===== src/rtl/iir_cfg_pkg.sv =====
// Shared types and default sizing for the IIR coefficient loader.
// Default frame is one biquad section: B0, B1, B2, A1, A2.
package iir_cfg_pkg;

  localparam int DEF_COEFF_WIDTH = 20;
  localparam int DEF_COEFF_DEPTH = 5;
  localparam int DEF_HOLDOFF_MAX = 16;

  typedef enum logic [1:0] {
    ST_LOAD     = 2'd0,
    ST_DRAIN    = 2'd1,
    ST_WAIT_GAP = 2'd2,
    ST_CHECK    = 2'd3
  } state_e;

  typedef enum logic [1:0] {
    ERR_NONE     = 2'd0,
    ERR_SHORT    = 2'd1,
    ERR_LONG     = 2'd2,
    ERR_MISMATCH = 2'd3
  } err_code_e;

endpackage


===== src/rtl/iir_coeff_loader.sv =====
// Collects a coefficient frame into a shadow bank, commits it to the filter in a
// sample gap (or on holdoff timeout), then verifies the filter's readback.
module iir_coeff_loader
  import iir_cfg_pkg::*;
#(
  parameter int COEFF_WIDTH = DEF_COEFF_WIDTH,
  parameter int COEFF_DEPTH = DEF_COEFF_DEPTH,
  parameter int HOLDOFF_MAX = DEF_HOLDOFF_MAX
) (
  input  logic                   clk,
  input  logic                   rst_n,
  input  logic                   cfg_valid,
  output logic                   cfg_ready,
  input  logic [COEFF_WIDTH-1:0] cfg_data,
  input  logic                   cfg_last,
  input  logic                   sample_valid,
  output logic                   coeff_wr_en,
  output logic [COEFF_WIDTH-1:0] coeff_wr_data [COEFF_DEPTH],
  input  logic [COEFF_WIDTH-1:0] coeff_rd_data [COEFF_DEPTH],
  output logic                   busy,
  output logic                   done,
  output logic                   forced,
  output logic                   err,
  output logic [1:0]             err_code
);

  localparam int IDX_W = (COEFF_DEPTH > 1) ? $clog2(COEFF_DEPTH) : 1;
  localparam int HO_W  = $clog2(HOLDOFF_MAX + 1);
  localparam logic [IDX_W-1:0] IDX_LAST = IDX_W'(COEFF_DEPTH - 1);
  localparam logic [HO_W-1:0]  HO_LAST  = HO_W'(HOLDOFF_MAX - 1);

  state_e                 state_q;
  logic [IDX_W-1:0]       idx_q;
  logic [HO_W-1:0]        holdoff_q;
  logic [COEFF_WIDTH-1:0] shadow_q [COEFF_DEPTH];
  logic                   forced_pend_q;
  logic                   done_q;
  logic                   forced_q;
  logic                   err_q;
  err_code_e              err_code_q;

  logic xfer_s;
  logic wr_en_s;
  logic match_s;

  assign xfer_s = cfg_valid && cfg_ready;

  // Commit strobe: first sample gap in WAIT_GAP, or the last holdoff cycle.
  always_comb begin
    wr_en_s = 1'b0;
    if (state_q == ST_WAIT_GAP) begin
      wr_en_s = !sample_valid || (holdoff_q == HO_LAST);
    end else begin
      wr_en_s = 1'b0;
    end
  end

  // Bit-exact comparison of the whole readback against the shadow bank.
  always_comb begin
    match_s = 1'b1;
    for (int i = 0; i < COEFF_DEPTH; i++) begin
      if (coeff_rd_data[i] != shadow_q[i]) begin
        match_s = 1'b0;
      end else begin
        match_s = match_s;
      end
    end
  end

  // Loader FSM, shadow bank and registered status pulses.
  always_ff @(posedge clk or negedge rst_n) begin
    if (!rst_n) begin
      state_q       <= ST_LOAD;
      idx_q         <= '0;
      holdoff_q     <= '0;
      forced_pend_q <= 1'b0;
      done_q        <= 1'b0;
      forced_q      <= 1'b0;
      err_q         <= 1'b0;
      err_code_q    <= ERR_NONE;
      for (int i = 0; i < COEFF_DEPTH; i++) begin
        shadow_q[i] <= '0;
      end
    end else begin
      done_q   <= 1'b0;
      forced_q <= 1'b0;
      err_q    <= 1'b0;
      case (state_q)
        ST_LOAD: begin
          if (xfer_s) begin
            shadow_q[idx_q] <= cfg_data;
            if (cfg_last && (idx_q == IDX_LAST)) begin
              idx_q     <= '0;
              holdoff_q <= '0;
              state_q   <= ST_WAIT_GAP;
            end else if (cfg_last) begin
              idx_q      <= '0;
              err_q      <= 1'b1;
              err_code_q <= ERR_SHORT;
            end else if (idx_q == IDX_LAST) begin
              // Over-length frame: swallow the rest up to its last word.
              idx_q      <= '0;
              err_q      <= 1'b1;
              err_code_q <= ERR_LONG;
              state_q    <= ST_DRAIN;
            end else begin
              idx_q <= idx_q + IDX_W'(1);
            end
          end
        end
        ST_DRAIN: begin
          if (xfer_s && cfg_last) begin
            state_q <= ST_LOAD;
          end
        end
        ST_WAIT_GAP: begin
          if (wr_en_s) begin
            forced_pend_q <= sample_valid;
            state_q       <= ST_CHECK;
          end else begin
            holdoff_q <= holdoff_q + HO_W'(1);
          end
        end
        ST_CHECK: begin
          idx_q   <= '0;
          state_q <= ST_LOAD;
          if (match_s) begin
            done_q     <= 1'b1;
            forced_q   <= forced_pend_q;
            err_code_q <= ERR_NONE;
          end else begin
            err_q      <= 1'b1;
            err_code_q <= ERR_MISMATCH;
          end
        end
        default: begin
          state_q <= ST_LOAD;
          idx_q   <= '0;
        end
      endcase
    end
  end

  assign cfg_ready     = (state_q == ST_LOAD) || (state_q == ST_DRAIN);
  assign busy          = (state_q != ST_LOAD);
  assign coeff_wr_en   = wr_en_s;
  assign coeff_wr_data = shadow_q;
  assign done          = done_q;
  assign forced        = forced_q;
  assign err           = err_q;
  assign err_code      = err_code_q;

endmodule


===== config.mk =====
export PLATFORM = sky130hd
export DESIGN_NAME = iir_coeff_loader
export DESIGN_NICKNAME = d
export VERILOG_FILES = /design/src/rtl/iir_cfg_pkg.sv /design/src/rtl/iir_coeff_loader.sv
export SDC_FILE = /design/constraint.sdc
export NUM_CORES = 1
export LEC_CHECK = 0
export ABC_CLOCK_PERIOD_IN_PS = 2450
export CORE_ASPECT_RATIO = 1.25
export CORE_MARGIN = 5
export CORE_UTILIZATION = 44
export CTS_BUF_LIST = sky130_fd_sc_hd__clkbuf_16
export DETAILED_ROUTE_END_ITERATION = 12
export GPL_ROUTABILITY_DRIVEN = 0
export PLACE_DENSITY_LB_ADDON = 0.1
export SLEW_MARGIN = 10
export SYNTH_ARGS = -nofsm -noshare
export SYNTH_HDL_FRONTEND = slang
export SYNTH_SLANG_ARGS = --single-unit
export TNS_END_PERCENT = 1

===== constraint.sdc =====
create_clock -name clk -period 2.45 [get_ports clk]
set_input_delay 0.245 -clock clk [delete_from_list [all_inputs] [get_ports clk]]
set_output_delay 0.245 -clock clk [all_outputs]
set_load 0.01 [all_outputs]

==> summary by stage, run 1 <==
Worst setup path
The type of element launching the critical path is a register. The slowest library cell on the worst path is sky130_fd_sc_hd__clkdlybuf4s50_1. Data on the critical path arrives at its endpoint at between 2000 and 2500 ps. The number of buffers and inverters on the critical path is 3. In this run the critical register-to-register path is launched from idx_q[0].

For this run, the slowest stage of the critical path takes a little under 500 ps. The end of the worst register-to-register path is idx_q[0]. Among cell families on the critical path, the largest total delay comes from buffers and inverters.

At the worst endpoint, the required time is 2200 ps. The critical setup path kind is reg -> out. Walking the worst path, the cells encountered are inv_1 -> ha_2 -> buf_4 -> or2_2 -> clkdlybuf4s50_1. Setup slack on the worst reg-to-reg path comes out at 210 ps. The worst register-to-register path has a depth of 9. In this run the worst path has a maximum fanout of 11.

The critical path runs through a total of 5 cells. The type of element capturing the critical path is a primary output.

Power
The internal power contribution is 6.500 mW. Net switching is around 33% of the power. The combinational cell fraction of total power is 40.7%. The leakage power total is 4.096 nW. In this run the power spent charging and discharging nets is roughly 3.2 mW. The cell area power density is 1082 nW/um^2. Across the VDD grid, the largest voltage drop is 0.5523 mV. The total power consumption of the routed design is 9.723 mW. Registers are responsible for 34.8% of the overall power. The part of the total power dissipated in the clock network is about a quarter.

Route
The violation count after the first detailed-routing iteration is ~200. The number of antenna-violating nets in the routed design is 0. The routed length per instance is between 20 and 25 um. After detailed routing, the total wire length is about 19000 um.

Using the TritonRoute via totals, the vias-per-cell ratio works out to a little over 5. In the routed design, unresolved DRC markers number 0. The final route contains between 4000 and 5000 vias. For this run, the detailed router's first-pass iteration total came to 5.

STA
The fraction of the cycle the final worst path needs is 96.61%. The clock period could shrink to between 2000 and 2500 ps. The worst path meets setup with 83.03 ps of slack. The final count of pins violating max slew is 0.

Across the routed clock network, the largest skew measured is approximately 9.2 ps. The worst hold-check slack is roughly 180 ps. The total of endpoints with negative setup slack in the final report is 0. The maximum frequency from static timing analysis is between 400 and 500 MHz. The number of hold-slack violations in the final timing report is 0. At the pin with the least slew margin, the transition time is 702.6 ps. Setup repair after global routing left no endpoint under its margin. Headroom to the max-slew limit came out at about 53%.

Die
The area of the die is 15530 um^2. For this configuration, the core starts out at a cell density of 45.19%. The region available for standard cell placement spans 12780 um^2. The initialized floorplan defines between 40 and 50 standard-cell rows. 233 I/O pins were placed. The die is 112.5 um wide. In this run the vertical extent of the chip is ~140 um.

GRT
Entering global routing, the biggest net connects 70 pins. The number of global-route vias before repair was about 5300. The wire length of the first global-routing pass is slightly below 30000 um. The global routing usage summed across all routing layers is 24.63%. The number of antenna violations at the first check in global routing came to 0.

The remaining global-route overflow is 0.

Yosys
In this run the biggest area consumer among cell types represents 50.27% of the synthesized area. After technology mapping, the gate count stands at 461. The library cell with the highest instance count after synthesis is sky130_fd_sc_hd__dfrtp_1.

When the netlist entered floorplanning its net count stood at 597. After synthesis the netlist holds a flip-flop and latch count of 116. The number of distinct standard cells referenced by the synthesized netlist is 35. The yosys synthesis warning count is 0. The dominant register cell in the synthesized netlist is sky130_fd_sc_hd__dfrtp_1. The share of flip-flops with an asynchronous set or reset after synthesis is 100.0%.

After synthesis, the cell types taking the most area are sky130_fd_sc_hd__dfrtp_1 (50%), sky130_fd_sc_hd__mux2_2 (20%), sky130_fd_sc_hd__xor2_1 (15%). The share of the Yosys chip area taken by registers is 50.27%. Ranked by instance count, the synthesized netlist is headed by sky130_fd_sc_hd__dfrtp_1 (116), sky130_fd_sc_hd__mux2_2 (100), sky130_fd_sc_hd__xor2_1 (100), sky130_fd_sc_hd__nor4_1 (27), sky130_fd_sc_hd__nand2_1 (18).

Counting flops with a built-in enable in the synthesized netlist gives 0. The cell area that synthesis handed to floorplanning was 5774 um^2. The biggest area contributor in the post-synthesis netlist is sky130_fd_sc_hd__dfrtp_1. Averaged over all synthesized cells, the footprint is 12.53 um^2.

Clock network
The level count of the clock H-tree is 4. For the worst-skew pair, the clock arrives at the later sink with an insertion delay of 410 ps. The total clock buffers created by CTS is 17. The number of clock sinks seen by CTS is 116.

The TritonCTS clock tree is done. The longest clock path from root to sink contains 2 buffers. Clock-pin slew was measured on the worst setup and hold paths at ~50 ps. The buffer type at the clock tree root is sky130_fd_sc_hd__clkbuf_16. Buffers added to address setup during post-CTS repair amount to 0.

Finish
Summing all multi-input logic gate instances after layout gives 2796 um^2. The net count of the finished layout is 850. At the end of the flow the core is filled with cells to 70.30%.

The layout-stage area growth over the synthesis result is 55.56%. Summing all flip-flop and latch instances after layout gives 2903 um^2. The total of fill cells in the finished design is 990. The design area is between 8000 and 9000 um^2. The antenna diode instance count is 0.

The ratio of cells with drive above 1 in the final layout is 20.50%.

Placed design
Before CTS, the worst setup slack after placement is -24.01 ps. The count of buffers added on input and output ports is 232. The instance area at placement is 8383 um^2. The half-perimeter wire length after placement is 14870 um.

Worst hold path
The path class of the tightest hold or removal check is in -> async.

Status
The flow ran to the end, and the final reports show no timing, DRC or antenna violations.

Job
Across the run, the number of max-cap violations was 0.
[routing by layer]
metal	wire length [um]	track usage, %	vias to the layer above
met5	0	0	-
met4	483	9.051	0
met3	1136	6.155	35
met2	10110	44.46	189
met1	7143	27.89	2296
li1	-	-	2132
[registers in the layout (all words and copies together), names as in the netlist]
register / flops
done: 1
err: 1
coeff_wr_data: 100
idx_q: 3
forced: 1
state_q: 2
holdoff_q: 5
forced_pend_q: 1
err_code: 2
[final cells by class]
type | instances | share of cell area [%]
clock buffers | 17 | 4.736
flip-flops and latches | 116 | 32.32
repair buffers | 246 | 27.33
well taps | 168 | 2.340
clock inverters | 15 | 1.644
inverters | 12 | 0.5015
multi-input cells | 321 | 31.13
[repair_timing]
| item | CTS | global route |
|---|---|---|
| endpoints found under the setup margin | 1 | 4 |
| cloned | 0 | 0 |
| hold endpoints to repair | 74 | 0 |
| hold buffers | 1 | 0 |
| gates resized for setup | 1 | 4 |
[power groups by stage]
stage	sequential, mW	clock [mW]	combinational, mW
after floorplan	3.50	0	1.57
after global placement	3.37	0	3.85
after detailed placement	3.39	0	3.95
after CTS	3.38	2.42	3.99
after global routing	3.49	2.51	4.24
final	3.39	2.38	3.95
[cell usage in the layout (no fill, tap or decap), types with 3 or more instances in the layout]
cell type	synthesis	layout
sky130_fd_sc_hd__a21oi_1	6	6
sky130_fd_sc_hd__a31oi_1	3	3
sky130_fd_sc_hd__buf_4	0	12
sky130_fd_sc_hd__bufinv_16	0	3
sky130_fd_sc_hd__clkbuf_16	0	17
sky130_fd_sc_hd__clkdlybuf4s50_1	0	230
sky130_fd_sc_hd__clkinv_1	0	4
sky130_fd_sc_hd__clkinv_2	0	4
sky130_fd_sc_hd__dfrtp_1	116	116
sky130_fd_sc_hd__ha_1	11	9
sky130_fd_sc_hd__inv_1	12	14
sky130_fd_sc_hd__mux2_2	100	100
sky130_fd_sc_hd__nand2_1	18	18
sky130_fd_sc_hd__nand2b_1	3	3
sky130_fd_sc_hd__nand3_1	4	4
sky130_fd_sc_hd__nand4_1	6	6
sky130_fd_sc_hd__nor2_1	11	11
sky130_fd_sc_hd__nor3_1	3	3
sky130_fd_sc_hd__nor4_1	27	25
sky130_fd_sc_hd__o21ai_0	10	10
sky130_fd_sc_hd__xor2_1	100	100
[worst max path at each step]
stage / start / to / slack, ps
final: state_q[0] / cfg_ready / 80
after global routing: state_q[0] / cfg_ready / 9
after CTS: state_q[0] / cfg_ready / 5
after detailed placement: coeff_rd_data[41] / forced / -20
after global placement: coeff_rd_data[41] / forced / 20
after floorplan: idx_q[0] / idx_q[0] / 590
[per-stage QoR]
| stage | setup TNS, ps | instances |
|---|---|---|
| finish | 0 | 895 |
| CTS | 0 | 895 |
| global route | 0 | 895 |
| global placement | 0 | 862 |
| detailed placement | -41.14 | 862 |
| floorplan | 0 | 461 |
[cells by family (layout without fill, tap and decap cells)]
family | count (synthesis) | in the layout | synth area share (%)
and+or+nand+nor | 79 | 79 | 7.476
adders and majority gates | 11 | 11 | 2.383
buffers and inverters | 24 | 290 | 1.755
xor gates and xnor gates | 100 | 100 | 15.17
muxes | 102 | 102 | 19.85
AOI/OAI and AO/OA | 29 | 29 | 3.099
DFF | 116 | 116 | 50.27
Note: power is estimated with default switching activity, not from simulation.
==> inputs of run 2 (changes only) <==
--- a/config.mk
+++ b/config.mk
@@ -5,10 +5,10 @@
 export SDC_FILE = /design/constraint.sdc
 export NUM_CORES = 1
 export LEC_CHECK = 0
-export ABC_CLOCK_PERIOD_IN_PS = 2450
+export ABC_CLOCK_PERIOD_IN_PS = 3000
 export CORE_ASPECT_RATIO = 1.25
 export CORE_MARGIN = 5
-export CORE_UTILIZATION = 44
+export CORE_UTILIZATION = 47
 export CTS_BUF_LIST = sky130_fd_sc_hd__clkbuf_16
 export DETAILED_ROUTE_END_ITERATION = 12
 export GPL_ROUTABILITY_DRIVEN = 0
==> constraint.sdc (replaced) <==
create_clock -name clk -period 3 [get_ports clk]
set_input_delay 0.3 -clock clk [delete_from_list [all_inputs] [get_ports clk]]
set_output_delay 0.3 -clock clk [all_outputs]
set_load 0.01 [all_outputs]
==> run 2 against run 1 <==
Design area is 0.29% higher. Clock-buffer cell count is the same. Clock skew decreased by 0.94 ps. Combinational power down 19%. Via count up 0.62%. Register-to-register slack better by 430 ps. Clock power fell by 8%. Die area down 5.9%. Sequential share of layout area is 0.094 points lower. Core utilization up 4.1 points. Worst setup slack better by 450 ps. Critical path depth up 1.
==> summary by stage, run 2 (synthesis gave the netlist of run 1 again) <==
Status
The run finished with clean final reports.

Worst setup path
The data arrival time of the critical path is 2170 ps (+50 ps). The critical setup path kind is reg -> out. The worst register-to-register path begins at coeff_wr_data[27]. Broken down by cell family, the worst path's largest delay share belongs to buffers and inverters. The slowest library cell on the worst path is sky130_fd_sc_hd__clkdlybuf4s50_1. The type of element capturing the critical path is a primary output. The number of buffer and inverter instances along the worst setup path came to 1 (-2). The required time of the worst setup path is 2700 ps (+500 ps).

The setup slack of the worst register-to-register path is 640 ps (+430 ps). Traced cell by cell, the critical path runs through ha_1 -> and3_1 -> ha_1 -> nor2b_1 -> nor2_1 -> clkdlybuf4s50_1. The worst-path maximum fanout came to 4 (-7).

The worst setup path is launched from a register. The number of cell instances on the worst register-to-register path came to 6 (-3). Among the stages of the critical path, the cell type that occurs most often is sky130_fd_sc_hd__ha_1. The worst register-to-register path ends at forced. The longest individual stage delay on the worst path is 480 ps (about the same).

Placed design
The instance area at placement is 8371 um^2 (-0.15%). The minimum setup slack after placement is 290.6 ps (+314.6 ps). The cell count after placement is 857 (-0.58%). The port buffer count came to 232 (unchanged). The half-perimeter wire length after placement is 14580 um (-1.9%).

Clock network
The number of resized instances in the post-cts repair step is 0 (-1). TritonCTS built the clock tree. The number of hold buffers added after cts is 0 (-1). The setup fix buffers added after clock tree synthesis came to 0 (unchanged). The total clock buffers created by CTS is 17 (unchanged).

The largest buffer count on any clock path is 2 (unchanged). The buffer type at the clock tree root is sky130_fd_sc_hd__clkbuf_16. The clock latency of the later-clocked register in the worst-skew pair is 410 ps (about the same). The clock-pin slew on the worst setup and hold paths is 50 ps (about the same). The number of clock sinks seen by CTS is 116 (unchanged).

The level count of the clock H-tree was 4 (unchanged).

Power
The part of the total power dissipated in the clock network was 26.8% (+2.3 points). The power dissipated by switching net loads is 2.679 mW (-17%). The maximum ir drop on the vdd rail is 0.5630 mV (+1.9%). The internal power contribution is 5.479 mW (-16%).

The leakage power total is 4.078 nW (-0.43%). The combinational cell fraction of total power is 39.1% (-1.6 points). The register share of total power is 34.1% (-0.7 points). The cell area power density is 905.6 nW/um^2 (-16%). The net switching share of the total power is 32.84% (-0.30 points).

Die
The number of ports placed on the die boundary is 233 (unchanged). The total core area came to 12110 um^2 (-5.3%). The x dimension of the die is 109.1 um (-3.0%). The area of the die is 14620 um^2 (-5.9%). The starting density of the core is 47.70% (+2.5 points). The cell row count was 45 (-2.2%). The die height is 133.9 um (-3.0%).

Finish
In the layout the commonest cells are sky130_fd_sc_hd__clkdlybuf4s50_1 (231), sky130_fd_sc_hd__dfrtp_1 (116), sky130_fd_sc_hd__xor2_1 (100), sky130_fd_sc_hd__mux2_2 (100), sky130_fd_sc_hd__nor4_1 (25). The final non-filler cell total is 889 (-0.67%). The layout-stage area growth over the synthesis result is 56.01%.

The net count of the finished layout is 848 (-0.24%). The most frequent standard cell in the layout excluding fill and tap cells is sky130_fd_sc_hd__clkdlybuf4s50_1. The antenna diode instance count came to 0 (unchanged). The ratio of cells with drive above 1 in the final layout was 20.41% (-0.081 points).

The design area is 9009 um^2 (+0.29%). The flip-flop count of the largest register after layout is 100 (unchanged).

Worst hold path
The worst hold path belongs to the class in -> async.

Route
The sum of met2 wire segment lengths after detailed routing is 9963 um (-1.4%). The number of design rule violations left after detail routing is 0 (unchanged). The total via count in the routed design is 4681 (+0.62%). The highest metal layer carrying signal wires in the routed design is met4. The post-route met1 wirelength was 7217 um (+1.0%). The violation count after the first detailed-routing iteration is 180 (-7.7%). The number of antenna-violating nets in the routed design is 0 (unchanged). The routed length per instance was 21.26 um (+0.86%). The met3 wirelength from detailed routing was 1238 um (+9.0%). The total iterations of the first detailed-routing run came to 4 (-1).

The wire length after detailed routing is 18900 um (+0.18%). The number of vias per cell is 5.265 (+1.3%).

STA
Setup repair after global routing left no endpoint under its margin. The total of endpoints with negative setup slack in the final report is 0 (unchanged). The largest clock skew in the final design is 8.222 ps (-0.9439 ps). The worst path in the final design needs a cycle of 2472 ps, including I/O delays and setup. The sum of negative setup slack came to 0 ps (unchanged). The relative slew slack is 39.42% (-13 points). For this run, the top clock speed supported by timing is 404.6 MHz. The worst hold-check slack is 13.66 ps (-162.3 ps). The final count of pins violating max slew is 0 (unchanged). The number of hold-slack violations in the final timing report is 0 (unchanged).

Dividing the final minimum period by the clock period gives 82.40%. The actual transition at the worst max-transition pin was 908.6 ps (+206.0 ps). The worst setup slack after layout is 528.1 ps (+445.1 ps).

GRT
The remaining global-route overflow came to 0 (unchanged). The wire length of the first global-routing pass came to 29010 um (-1.4%). The number of antenna violations at the first check in global routing is 0 (unchanged). The maximum number of pins on one net before global-route repair was 70 (unchanged). The number of global-route vias before repair came to 5308 (-0.54%). The global routing usage summed across all routing layers was 26.52% (+1.9 points).

Job
The max-capacitance violation count is 0 (unchanged).
## run 2: cell count changes in the layout (fill, tap and decap cells not counted), sizes merged
cell / change
bufinv: +2
clkinv: -4
clkdlybuf4s50: +1
dlygate4sd3: -1
buf: -1
dlymetal6s2s: -1
inv: -2
clkinvlp: +4
## run 2: per-layer routing
layer,GRT usage (%),up-vias
li1,-,2126
met1,31.05,2335
met2,46.28,191
met3,7.463,29
met4,8.842,0
met5,0,-
## run 2: cell type report
type,instances,area [um^2]
Inverter,12,45.04
Tap cell,164,205.2
Clock buffer,17,425.4
Multi-Input combinational cell,321,2783
Fill cell,876,3097
Sequential cell,116,2903
Clock inverter,15,212.7
Timing Repair Buffer,244,2435
## run 2: worst max-delay path by stage
| stage | to | cells past startpoint | slack, ps | start |
|---|---|---|---|---|
| floorplan | idx_q[0] | 9 | 1140 | idx_q[0] |
| finish | coeff_wr_en | 6 | 530 | holdoff_q[0] |
| CTS | coeff_wr_en | 6 | 520 | holdoff_q[0] |
| detailed placement | forced | 7 | 290 | coeff_rd_data[41] |
| global placement | done | 7 | 270 | coeff_rd_data[41] |
| global route | coeff_wr_en | 6 | 420 | holdoff_q[0] |
## run 2: stage by stage
stage / power [mW] / util (%)
detailed placement: 5.984 / 69.15
global placement: 5.873 / 69.15
floorplan: 4.142 / -
finish: 8.158 / 74.42
global route: 8.579 / 74.42
CTS: 8.211 / 74.42
## run 2: power by group through the flow
stage | clock network (mW) | registers [mW] | logic (mW)
after global routing | 2.28 | 2.86 | 3.44
final | 2.19 | 2.78 | 3.19
after detailed placement | 0 | 2.79 | 3.20
after global placement | 0 | 2.76 | 3.11
after CTS | 2.21 | 2.78 | 3.22
after floorplan | 0 | 2.86 | 1.28
